## config.mk

```make
export PLATFORM = sky130hd
export DESIGN_NAME = bus_dma_master_flat
export DESIGN_NICKNAME = d
export VERILOG_FILES = /design/src/rtl/dma_pkg.sv /design/src/rtl/bus_dma_master_if.sv /design/src/rtl/bus_dma_master.sv /design/src/flat_wrapper.sv
export SDC_FILE = /design/constraint.sdc
export NUM_CORES = 1
export LEC_CHECK = 0
export CAP_MARGIN = 20
export CORE_ASPECT_RATIO = 1.4
export CORE_MARGIN = 3
export CORE_UTILIZATION = 45
export CTS_BUF_LIST = sky130_fd_sc_hd__clkbuf_4 sky130_fd_sc_hd__clkbuf_8 sky130_fd_sc_hd__clkbuf_16
export DETAILED_ROUTE_END_ITERATION = 8
export GPL_TIMING_DRIVEN = 0
export PLACE_DENSITY = 0.76
export SLEW_MARGIN = 5
export SYNTH_ARGS = -nofsm -noshare
export SYNTH_HDL_FRONTEND = slang
export SYNTH_SLANG_ARGS = --single-unit
```

## constraint.sdc

```tcl
create_clock -name CLK -period 1.8 [get_ports CLK]
set_input_delay 0.27 -clock CLK [delete_from_list [all_inputs] [get_ports CLK]]
set_output_delay 0.27 -clock CLK [all_outputs]
set_load 0.05 [all_outputs]
```

## src/rtl/dma_pkg.sv

```systemverilog
// Shared types and constants for the bus DMA master.
// Optional fill mode is enabled with `define DMA_FILL_EN.
package dma_pkg;

  localparam int ADDR_W         = 16;
  localparam int DATA_W         = 8;
  localparam int RD_LATENCY_DEF = 2;

  typedef logic [ADDR_W-1:0] addr_t;
  typedef logic [DATA_W-1:0] data_t;

  typedef enum logic [2:0] {
    IDLE,
    GRANT,
    READ,
    WPEND,
    WRITE,
    DONE
  } state_t;

endpackage

```

## src/rtl/bus_dma_master_if.sv

```systemverilog
// Command and CPU-side bus bundle for the DMA master.
// CMD_FILL/CMD_FILL_DATA exist only with `define DMA_FILL_EN.
interface bus_dma_master_if;
  import dma_pkg::*;

  logic  CMD_VALID;
  logic  CMD_READY;
  addr_t CMD_SRC;
  addr_t CMD_DST;
  addr_t CMD_LEN;
`ifdef DMA_FILL_EN
  logic  CMD_FILL;
  data_t CMD_FILL_DATA;
`endif
  logic  BUS_REQ;
  logic  BUS_GNT;
  addr_t A;
  data_t DO;
  data_t DI;
  logic  R_W_n;
  logic  BUSY;
  logic  DONE;
  addr_t REMAIN;

  modport master (
`ifdef DMA_FILL_EN
    input  CMD_FILL, CMD_FILL_DATA,
`endif
    input  CMD_VALID, CMD_SRC, CMD_DST,
    input  CMD_LEN, BUS_GNT, DI,
    output CMD_READY, BUS_REQ, A, DO,
    output R_W_n, BUSY, DONE, REMAIN
  );

  modport slave (
`ifdef DMA_FILL_EN
    output CMD_FILL, CMD_FILL_DATA,
`endif
    output CMD_VALID, CMD_SRC, CMD_DST,
    output CMD_LEN, BUS_GNT, DI,
    input  CMD_READY, BUS_REQ, A, DO,
    input  R_W_n, BUSY, DONE, REMAIN
  );

endinterface

```

## src/rtl/bus_dma_master.sv

```systemverilog
// Bus initiator copying a byte block src->dst via read/write cycles.
// `define DMA_FILL_EN adds a fill mode that skips the read phase.
module bus_dma_master
  import dma_pkg::*;
#(
  parameter int RD_LATENCY = RD_LATENCY_DEF
) (
  input logic              CLK,
  input logic              RESET,
  bus_dma_master_if.master bus
);

  localparam int LAT_W =
    (RD_LATENCY > 1) ? $clog2(RD_LATENCY) : 1;
  localparam logic [LAT_W-1:0] LAT_LAST =
    LAT_W'(RD_LATENCY - 1);

  state_t           state_q;
  addr_t            src_q;
  addr_t            dst_q;
  addr_t            remain_q;
  addr_t            a_q;
  data_t            data_q;
  data_t            do_q;
  logic [LAT_W-1:0] lat_q;
  logic             ready_q;
  logic             req_q;
  logic             rw_q;
  logic             busy_q;
  logic             done_q;
`ifdef DMA_FILL_EN
  logic             fill_q;
`endif

  assign bus.CMD_READY = ready_q;
  assign bus.BUS_REQ   = req_q;
  assign bus.A         = a_q;
  assign bus.DO        = do_q;
  assign bus.R_W_n     = rw_q;
  assign bus.BUSY      = busy_q;
  assign bus.DONE      = done_q;
  assign bus.REMAIN    = remain_q;

  always_ff @(posedge CLK) begin
    if (RESET) begin
      state_q  <= IDLE;
      src_q    <= '0;
      dst_q    <= '0;
      remain_q <= '0;
      a_q      <= '0;
      data_q   <= '0;
      do_q     <= '0;
      lat_q    <= '0;
      ready_q  <= 1'b1;
      req_q    <= 1'b0;
      rw_q     <= 1'b1;
      busy_q   <= 1'b0;
      done_q   <= 1'b0;
`ifdef DMA_FILL_EN
      fill_q   <= 1'b0;
`endif
    end else begin
      unique case (state_q)
        IDLE: begin
          if (bus.CMD_VALID) begin
            src_q    <= bus.CMD_SRC;
            dst_q    <= bus.CMD_DST;
            remain_q <= bus.CMD_LEN;
            ready_q  <= 1'b0;
            busy_q   <= 1'b1;
`ifdef DMA_FILL_EN
            fill_q   <= bus.CMD_FILL;
            data_q   <= bus.CMD_FILL_DATA;
`endif
            if (bus.CMD_LEN == '0) begin
              state_q <= DONE;
              done_q  <= 1'b1;
            end else begin
              state_q <= GRANT;
              req_q   <= 1'b1;
            end
          end
        end
        GRANT: begin
          if (bus.BUS_GNT) begin
`ifdef DMA_FILL_EN
            if (fill_q) begin
              state_q <= WRITE;
              a_q     <= dst_q;
              do_q    <= data_q;
              rw_q    <= 1'b0;
            end else
`endif
            begin
              state_q <= READ;
              a_q     <= src_q;
              rw_q    <= 1'b1;
              lat_q   <= LAT_LAST;
            end
          end
        end
        READ: begin
          // Read runs to completion even if grant drops.
          if (lat_q == '0) begin
            data_q <= bus.DI;
            if (bus.BUS_GNT) begin
              state_q <= WRITE;
              a_q     <= dst_q;
              do_q    <= bus.DI;
              rw_q    <= 1'b0;
            end else begin
              state_q <= WPEND;
            end
          end else begin
            lat_q <= lat_q - LAT_W'(1);
          end
        end
        WPEND: begin
          if (bus.BUS_GNT) begin
            state_q <= WRITE;
            a_q     <= dst_q;
            do_q    <= data_q;
            rw_q    <= 1'b0;
          end
        end
        WRITE: begin
          rw_q     <= 1'b1;
          src_q    <= src_q + 16'd1;
          dst_q    <= dst_q + 16'd1;
          remain_q <= remain_q - 16'd1;
          if (remain_q == 16'd1) begin
            state_q <= DONE;
            done_q  <= 1'b1;
            req_q   <= 1'b0;
          end else begin
            state_q <= GRANT;
          end
        end
        DONE: begin
          state_q <= IDLE;
          done_q  <= 1'b0;
          busy_q  <= 1'b0;
          ready_q <= 1'b1;
        end
        default: state_q <= IDLE;
      endcase
    end
  end

endmodule

```

## src/flat_wrapper.sv

```systemverilog
// flat-port wrapper written by rule: the top's interface ports become plain ports
module bus_dma_master_flat import dma_pkg::*;
#(
  parameter int RD_LATENCY = RD_LATENCY_DEF
)
  (CLK, RESET, bus_CMD_VALID, bus_CMD_SRC, bus_CMD_DST, bus_CMD_LEN, bus_BUS_GNT, bus_DI, bus_CMD_READY, bus_BUS_REQ, bus_A, bus_DO, bus_R_W_n, bus_BUSY, bus_DONE, bus_REMAIN);
  bus_dma_master_if bus_i ();
  input logic CLK;
  input logic RESET;
  input wire logic [$bits(bus_i.CMD_VALID)-1:0] bus_CMD_VALID;
  input wire logic [$bits(bus_i.CMD_SRC)-1:0] bus_CMD_SRC;
  input wire logic [$bits(bus_i.CMD_DST)-1:0] bus_CMD_DST;
  input wire logic [$bits(bus_i.CMD_LEN)-1:0] bus_CMD_LEN;
  input wire logic [$bits(bus_i.BUS_GNT)-1:0] bus_BUS_GNT;
  input wire logic [$bits(bus_i.DI)-1:0] bus_DI;
  output wire logic [$bits(bus_i.CMD_READY)-1:0] bus_CMD_READY;
  output wire logic [$bits(bus_i.BUS_REQ)-1:0] bus_BUS_REQ;
  output wire logic [$bits(bus_i.A)-1:0] bus_A;
  output wire logic [$bits(bus_i.DO)-1:0] bus_DO;
  output wire logic [$bits(bus_i.R_W_n)-1:0] bus_R_W_n;
  output wire logic [$bits(bus_i.BUSY)-1:0] bus_BUSY;
  output wire logic [$bits(bus_i.DONE)-1:0] bus_DONE;
  output wire logic [$bits(bus_i.REMAIN)-1:0] bus_REMAIN;
  assign bus_i.CMD_VALID = bus_CMD_VALID;
  assign bus_i.CMD_SRC = bus_CMD_SRC;
  assign bus_i.CMD_DST = bus_CMD_DST;
  assign bus_i.CMD_LEN = bus_CMD_LEN;
  assign bus_i.BUS_GNT = bus_BUS_GNT;
  assign bus_i.DI = bus_DI;
  assign bus_CMD_READY = bus_i.CMD_READY;
  assign bus_BUS_REQ = bus_i.BUS_REQ;
  assign bus_A = bus_i.A;
  assign bus_DO = bus_i.DO;
  assign bus_R_W_n = bus_i.R_W_n;
  assign bus_BUSY = bus_i.BUSY;
  assign bus_DONE = bus_i.DONE;
  assign bus_REMAIN = bus_i.REMAIN;
  bus_dma_master #(.RD_LATENCY(RD_LATENCY)) u_core (.CLK(CLK), .RESET(RESET), .bus(bus_i));
endmodule
```

# Word-level counts from Yosys, hierarchy flattened
# Cells that the tools add are included.
[op_classes]
addsub = 4
multipliers = 0
n_div = 0
order_cmp = 0
n_eq_ne = 14
shifts = 0
n_mux = 40
bitwise = 1
reduce_logical = 19
[ops]
columns = ["cell", "n"]
rows = [
  ["2-to-1 mux 16 bit", 6],
  ["case mux 16 bit (2 select lines)", 3],
  ["case mux 16 bit (3 select lines)", 1],
  ["adder 16 x 1 -> 16 bit, second input constant", 2],
  ["2-to-1 mux 8 bit", 3],
  ["2-to-1 mux 3 bit", 7],
  ["== test 16 x 1 -> 1 bit, second input constant", 1],
  ["zero test 16 bit", 1],
  ["case mux 8 bit (2 select lines)", 1],
  ["AND reduction 4 bit", 4],
  ["subtractor 16 x 1 -> 16 bit, second input constant", 1],
  ["case mux 3 bit (5 select lines)", 1],
  ["2-to-1 mux 1 bit", 12],
  ["inequality test 2 bit, second input constant", 6],
  ["case mux 1 bit (2 select lines)", 4],
  ["AND reduction 2 bit", 4],
  ["nonzero test 2 bit", 4],
  ["== test 3 x 2 -> 1 bit, second input constant", 2],
  ["== test 3 bit, second input constant", 2],
  ["AND reduction 3 bit", 2],
  ["nonzero test 3 bit", 2],
  ["inequality test 2 x 1 -> 1 bit, second input constant", 2],
  ["case mux 1 bit (4 select lines)", 1],
  ["nonzero test 4 bit", 1],
  ["5 further kinds", 5],
]
[totals]
ff_bits = 89
latch_bits = 0
ramBits = 0
rom_bits = 0
input_bits = 60
out_inout_bits = 45
wordCells = 91
memories = 0

# Depth between registers and ports, before layout
# Gate-level depths: netlist of run 1.
[logic_depth]
depth_word = 4
ltp_mapped = 7
depth_no_buf = 6

# Worst setup path after synthesis of run 1
# OpenSTA, ideal clock, no wires.
[synth_path]
path_kind = "register to register"
startpoint = "register u_core.remain_q[3], in the netlist u_core.bus.REMAIN[3]"
endpoint = "register u_core.remain_q[8], in the netlist u_core.bus.REMAIN[8]"
setup_ns = 0.074
arrival_time_ns = 1.790
t_required_ns = 1.726
setup_slack_ns = -0.064
path_stages_with_launch = 5
path_buffers = 0
period_less_slack_ns = 1.864
path_cell_list = "dfxtp_1 > or3_1 > or2_1 > or4_1 > a31oi_1"
[synth_via]
elab_chain_cells = 2
[synth_lines]
columns = ["item", "line", "source"]
rows = [
  ["from (decl)", "bus_dma_master.sv:21", "addr_t remain_q;"],
  ["from (signal assigned)", "bus_dma_master.sv:68", "remain_q <= bus.CMD_LEN;"],
  ["from (signal assigned)", "bus_dma_master.sv:130", "remain_q <= remain_q - 16'd1;"],
  ["subtractor 16 x 1 -> 16 bit", "bus_dma_master.sv:130", ""],
  ["case mux 16 bit (2 select lines)", "bus_dma_master.sv:63", "unique case (state_q)"],
]
# Every way passes these cells.
# A chain may end at the register's enable or synchronous reset.

# Final worst setup path of run 1
[layout_path]
startpoint = "register u_core.state_q[1]"
endpoint = "register u_core.src_q[10]"
[layout_via]
elab_chain_cells = 3
elab_cells_between_ends = 6
cone_classes = "eq/ne (2); mux (1); reduce/logical (3)"
[layout_lines]
columns = ["item", "line", "source"]
rows = [
  ["from (decl)", "bus_dma_master.sv:18", "state_t state_q;"],
  ["from (signal assigned)", "bus_dma_master.sv:46", "state_q <= IDLE;"],
  ["from (signal assigned)", "bus_dma_master.sv:76", "state_q <= DONE;"],
  ["from (signal assigned)", "bus_dma_master.sv:79", "state_q <= GRANT;"],
  ["== test 3 bit / zero test 3 bit (equally long branches)", "bus_dma_master.sv:63", ""],
  ["nonzero test 2 bit (no source line) / inequality test 2 bit (equally long branches)", "--", ""],
  ["AND reduction 2 bit (no source line)", "--", ""],
  ["to (signal assigned)", "bus_dma_master.sv:66", "src_q <= bus.CMD_SRC;"],
  ["to (signal assigned)", "bus_dma_master.sv:128", "src_q <= src_q + 16'd1;"],
  ["to (decl)", "bus_dma_master.sv:19", "addr_t src_q;"],
]
# Parallel ways exist; a longest one is shown, timed or not.

==> results of run 1 <==
-- layout make-up --
| class | count | area (um2) |
|---|---|---|
| Fill cell | 829 | 3220 |
| Multi-Input combinational cell | 406 | 2610 |
| Sequential cell | 89 | 1800 |
| Timing Repair Buffer | 126 | 1190 |
| Clock buffer | 11 | 246 |
| Buffer | 37 | 223 |
| Tap cell | 132 | 165 |
| Clock inverter | 5 | 78.8 |
| Inverter | 8 | 30.0 |
-- routing by layer --
metal	global-route usage	vias to the layer above	routed length (um)
li1	-	2299	-
met1	0.313	2229	5810
met2	0.439	254	7180
met3	0.0441	43	1210
met4	0.130	0	442
met5	0	-	0
-- path summary, 6_finish.rpt --
path              slack [ns]  depth (start not counted)                    to                  from
setup / recovery        0.03                          7      u_core.src_q[10]     u_core.state_q[1]
hold / removal          0.45                          2  u_core.bus.CMD_READY  u_core.bus.CMD_READY
setup reg to reg        0.03                          7      u_core.src_q[10]     u_core.state_q[1]
hold reg to reg         0.45                          2  u_core.bus.CMD_READY  u_core.bus.CMD_READY
-- flip-flops by register name, indices dropped and copies added (netlist names) --
signal and cells:
u_core.bus.CMD_READY 1, u_core.state_q 3, u_core.bus.R_W_n 1, u_core.src_q 16, u_core.bus.BUS_REQ 1, u_core.bus.REMAIN 16
u_core.dst_q 16, u_core.bus.DO 8, u_core.data_q 8, u_core.bus.A 16, u_core.bus.DONE 1, u_core.bus.BUSY 1
u_core.lat_q 1
-- synth_stat cells (3+ instances only) --
cell type and count:
a211oi_1 26, a21oi_1 35, a221oi_1 4, a22oi_1 5, a31oi_1 32, and3_1 3, and4_1 3, buf_1 3
buf_2 13, clkbuf_1 22, dfxtp_1 89, ha_1 4, inv_1 8, mux2_2 5, mux2i_1 26, nand2_1 69
nand2b_1 3, nand3_1 18, nand4_1 10, nor2_1 49, nor2b_1 3, nor3_1 5, nor4_1 12, o211ai_1 17
o21ai_0 13, o311ai_0 5, or2_2 5, or3_1 19, or4_1 6
-- critical path, cell delays in order (launching register included) --
cell     delay, ns
dfxtp_4       0.36
buf_8         0.14
nor3b_4       0.24
buf_6         0.16
buf_6         0.11
nand4_1       0.16
or3_1         0.37
a31oi_1       0.16
-- stage by stage --
step | hold slack [ns] | std cells
final | 0.454 | 814
after global routing | 0.471 | 814
after CTS | 0.457 | 802
after detailed placement | 0.448 | 778
after global placement | 0.438 | 778
after floorplan | 0.406 | 543
-- timing repair --
| action | in CTS | in global routing |
|---|---|---|
| setup endpoints to repair | 86 | 55 |
| pin swaps | 4 | 16 |
| gates resized for setup | 43 | 58 |
| hold buffers | 0 | 0 |
| buffers inserted | 10 | 13 |
| gates cloned | 0 | 0 |
-- logic make-up (layout without fill, tap and decap cells) --
kind of cell,Yosys count,count (layout),share of synthesized area
buf+inv,48,187,0.0451
flops,89,89,0.399
xor+xnor,1,1,0.00196
mux,31,31,0.0709
simple gates,221,221,0.251
compound gates,149,149,0.220
fa+ha+maj,4,4,0.0112
-- power breakdown --
part | switching, mW | total (mW) | internal [mW]
clock network | 0.774 | 2.04 | 1.27
registers | 0.165 | 2.28 | 2.11
logic | 0.697 | 1.19 | 0.496
total | 1.64 | 5.51 | 3.88
-- layout by cell type, fill, tap and decap left out, types with 8 or more instances in the layout --
cell             synthesis  layout
clkdlybuf4s50_1          0      86
a31oi_1                 32      32
clkbuf_1                22      12
a21oi_1                 35      35
dlygate4sd2_1            0      16
mux2i_1                 26      26
clkbuf_16                0       9
nand2_1                 69      68
nor4_1                  12      11
nand3_1                 18      16
or3_1                   19      17
dfxtp_1                 89      75
o21ai_0                 13      13
dfxtp_2                  0      12
buf_4                    1      24
a211oi_1                26      26
o211ai_1                17      17
nand4_1                 10      10
nor2_1                  49      48
inv_1                    8       8
==> results.md, run 1 <==
- Max-capacitance violation count: 0
- Min cycle time layout: between 1.5 and 2 ns
- Synthesized net count: 607
- Final net count: between 700 and 800
- CTS Sinks: 89
- Syn Area/Cell: 8.22 um2
- Global-route wire length before repair: 22.8 mm
- Initial antenna violation count: 0
- Post-synth top flop: dfxtp_1
- Starting DRT DRC Count: about 500
- Die Span X: between 90 and 100 um
- Arrival time at the worst endpoint: 2.04 ns
- Max VDD drop: roughly 500 uV
- Run status: finished, final reports clean
- Via count: 4825
- Vias in the first global route: 4533
- Worst-Skew Late Latency: 0.34 ns
- Hold Vio Cnt, Final: 0
- Mapped Cells: 543
- F_max: 565 MHz
- Post-synth EDFFs: 0
- Core ar.: 9560 um2
- Yosys reg bits: 89
- Rel. slew slack: 0.575
- PnR Total Power: approximately 5.5 mW
- CTS Buffer Depth: 2
- GRT Residual Overflow: 0
- CP required: 2.07 ns
- Dominant cell type by area after synthesis: dfxtp_1
- HPWL Detailed: 10.4 mm
- Pleak: 2.39 nW
- Wire per inst: 18.0 um
- Die area: 11200 um2
- Pin count of the biggest net entering global routing: 15
- Asr flop ratio synth: 0
- Slew @ Worst Pin: 0.638 ns
- Layout area overhead: 42.2%
- Pwr/cell area: 868 nW/um2
- Crit share post-route: 0.984
- Ys Warns: 0
- Post-route ant nets: 0
- Total global-route track usage: 0.257
- CTS tree: built
- RSZ-0062 raised after global routing: yes
- Final clock skew: 0.00489 ns
- Setup Viol. Count Final: 0
- DRT Pass-1 Iters: 6
- Synthesized area: 4460 um2
- Final wirelength: approximately 15 mm
- Max-slew violation count: 0
- Site Rows: 42
- Crit path launch type: flop
- Setup ws final: around 0.029 ns
- Die height: 124 um
- Number of I/O port buffers: 103
- Final RePlAce weighted congestion: 0.882
- Yosys cell types: 52
- Total negative slack: 0 ns
- Post-layout util: 0.664
- Fin area: 6350 um2
- Clock transition at path regs: 0.06 ns
- Synth top area share: 0.399
- Crit. End Element: flop
- Register area share after synthesis: 0.399
- H-tree depth: 3
- Worst-path fanout max: 7
- CTS Buf Count: 9
- Starting Density: 0.467
- Fraction of layout cells with a size suffix above 1: 0.166
- Ant diodes: 0
- Routed vias/inst: a little under 6
- Root cell of the clock tree: clkbuf_16
- Dpl ws: -0.675 ns
- Synth area leaders: dfxtp_1 (40%), mux2i_1 (5.8%), nand2_1 (5.8%)
- Crit Path Class: reg -> reg
- DRC: 0
- IO Pins: 105
- Placed Area: 5660 um2
- Hold Crit Class: reg -> reg
Note: power is estimated with default switching activity, not from simulation.
==> run 2, diff against run 1 <==
--- a/config.mk
+++ b/config.mk
@@ -5,14 +5,15 @@
 export SDC_FILE = /design/constraint.sdc
 export NUM_CORES = 1
 export LEC_CHECK = 0
+export ABC_AREA = 1
 export CAP_MARGIN = 20
 export CORE_ASPECT_RATIO = 1.4
 export CORE_MARGIN = 3
-export CORE_UTILIZATION = 45
+export CORE_UTILIZATION = 47
 export CTS_BUF_LIST = sky130_fd_sc_hd__clkbuf_4 sky130_fd_sc_hd__clkbuf_8 sky130_fd_sc_hd__clkbuf_16
 export DETAILED_ROUTE_END_ITERATION = 8
 export GPL_TIMING_DRIVEN = 0
-export PLACE_DENSITY = 0.76
+export PLACE_DENSITY = 0.77
 export SLEW_MARGIN = 5
 export SYNTH_ARGS = -nofsm -noshare
 export SYNTH_HDL_FRONTEND = slang
==> results.md, run 2 <==
- Met2 Wirelength: 7.99 mm
- Starting Density: 0.483
- Register area share after synthesis: 0.352
- Clock Power Share: 0.267
- Wire per inst: 15.4 um
- M1 WL: 6.53 mm
- Crit path launch type: flop
- Synthesized area: 5060 um2
- Post-layout util: 0.645
- Worst-Skew Late Latency: 0.35 ns
- Most common cell after layout, fill and taps aside: nand2_1
- Switching share of power: 0.411
- Layout area overhead: 33.4%
- Final net count: 996
- Yosys cell types: 34
- Synth area leaders: dfxtp_1 (35%), nand2_1 (17%), nor2_1 (8.2%)
- Setup ws final: approximately 0.011 ns
- Root cell of the clock tree: clkbuf_16
- Most frequent cells in the layout: nand2_1 (220), nor2_1 (107), dfxtp_1 (87)
- DR top layer: met4
- DRC: 0
- Pin count of the biggest net entering global routing: 17
- Ant diodes: 0
- Cell internal pwr: around 4.6 mW
- Fraction of layout cells with a size suffix above 1: 0.0768
- Critical path buffers and inverters: 1
- Fin area: 6740 um2
- Synth top area share: 0.352
- Final wirelength: 16.6 mm
- Placed Cells incl. Taps: 1053
- Die area: 12100 um2
- Setup Viol. Count Final: 0
- CTS tree: built
- Combinational power share: 0.400
- Pwr/cell area: 1160 nW/um2
- CTS Sinks: 89
- Hold Vio Cnt, Final: 0
- Max VDD drop: 557 uV
- CTS Buf Count: 9
- Min cycle time layout: 1.79 ns
- Via count: 5767
- Cts hold-fix bufs: 0
- DRT Pass-1 Iters: 6
- Post-route ant nets: 0
- Post-synth top flop: dfxtp_1
- CP max stage cell: clkdlybuf4s50_1
- Crit. End Element: output port
- Startpoint of the worst-slack reg-to-reg timing path: u_core.state_q[1]
- Arrival time at the worst endpoint: 1.52 ns
- Top-count cell post-synth: nand2_1
- Dominant cell type by area after synthesis: dfxtp_1
- Crit Path Class: reg -> out
- Switch Pwr: 3.21 mW
- Max-capacitance violation count: 0
- Critical Path Start: u_core.bus.BUS_REQ
- Footprint of the multi-input gates: between 2000 and 3000 um2
- Clock transition at path regs: 0.07 ns
- H-tree depth: 3
- Hold Crit Class: reg -> reg
- Core ar.: ~10000 um2
- Initial antenna violation count: 0
- Die Span X: 93.7 um
- Post-synth top cells: nand2_1 (223), nor2_1 (111), dfxtp_1 (89)
- Worst-path fanout max: 2
- IO Pins: 105
- Detail Route met3 WL: roughly 1.0 mm
- Crit path max-delay family: buffers and inverters
- Fill cells: 1022
- Synthesized net count: 876
- Slew @ Worst Pin: about 0.72 ns
- PnR Total Power: between 7 and 8 mW
- Final Instance Count excl. Fillers: 1075
- F_max: approximately 560 MHz
- GRT Residual Overflow: 0
- Total negative slack: 0 ns
- Routed vias/inst: ~5.4
- Mapped Cells: 812
- Syn Area/Cell: 6.23 um2
- Beginning of the worst hold path: u_core.bus.DO[5]
- Number of I/O port buffers: 103
- Final clock skew: 0.00482 ns
- Crit path cell chain: clkdlybuf4s50_1
- Vias in the first global route: 5274
- Placed Area: 6260 um2
- Max-slew violation count: 0
- Final RePlAce weighted congestion: roughly 0.99
- Run status: finished, final reports clean
- Starting DRT DRC Count: 480
- Post-synth EDFFs: 0
- Site Rows: between 40 and 50
- Worst R2R Path Depth: 9
- Global-route wire length before repair: 25.8 mm
- Dpl ws: -0.326 ns
- CTS Buffer Depth: 2
- Hold_ws: 0.443 ns
- Total global-route track usage: 0.276
- Max incr delay on CP: 0.82 ns
- Yosys reg bits: 89
- Asr flop ratio synth: 0
- Crit share post-route: 0.994
- Rel. slew slack: 0.522
- Stages on worst setup path: 1
- CP required: 1.53 ns
- Hold Crit Depth: 2
- Die height: 129 um
- Pleak: 2.81 nW
- HPWL Detailed: 12.3 mm
- Ys Warns: 0
- Sequential power share: 0.333
- Register area: around 1800 um2
run 2: final timing paths:
path | to | slack, ns
max | bus_BUS_REQ | 0.01
min | u_core.bus.DO[5] | 0.44
max reg2reg | u_core.bus.A[10] | 0.09
min reg2reg | u_core.bus.DO[5] | 0.44
run 2: routing by layer:
| layer | vias to the layer above | track usage |
|---|---|---|
| met5 | - | 0 |
| met4 | 0 | 0.179 |
| met3 | 84 | 0.0468 |
| met2 | 243 | 0.467 |
| met1 | 2561 | 0.320 |
| li1 | 2879 | - |
run 2: power by group through the flow:
stage / sequential (mW) / combinational [mW] / clock (mW)
6_report: 2.61 / 3.13 / 2.08
4_1_cts: 2.58 / 2.92 / 2.09
3_3_place_gp: 2.62 / 2.90 / 0
3_5_place_dp: 2.63 / 2.93 / 0
2_1_floorplan: 3.08 / 1.49 / 0
5_1_grt: 2.64 / 3.40 / 2.17
run 2: cells by family (layout without fill, tap and decap cells):
kind of cell,count (synthesis),after routing,share of synthesized area
AND/OR/NAND/NOR,426,426,0.350
AO/OA/AOI/OAI,163,163,0.172
flip-flops,89,89,0.352
XOR/XNOR,8,8,0.0139
buffers and inverters,122,247,0.101
adder cells (fa/ha/maj),4,4,0.00990
run 2: cell type report:
cell class                      instances  share of cell area
Buffer                                 35              0.0319
Clock buffer                            9              0.0334
Clock inverter                          7              0.0150
Inverter                               86              0.0482
Multi-Input combinational cell        601               0.419
Sequential cell                        89               0.265
Tap cell                              138              0.0256
Timing Repair Buffer                  110               0.162
run 2: what timing repair did:
item,CTS,global route
endpoints found under the setup margin,33,70
endpoints found under the hold margin,0,0
gates resized for setup,17,41
pin swaps,0,1
buffers inserted,0,7
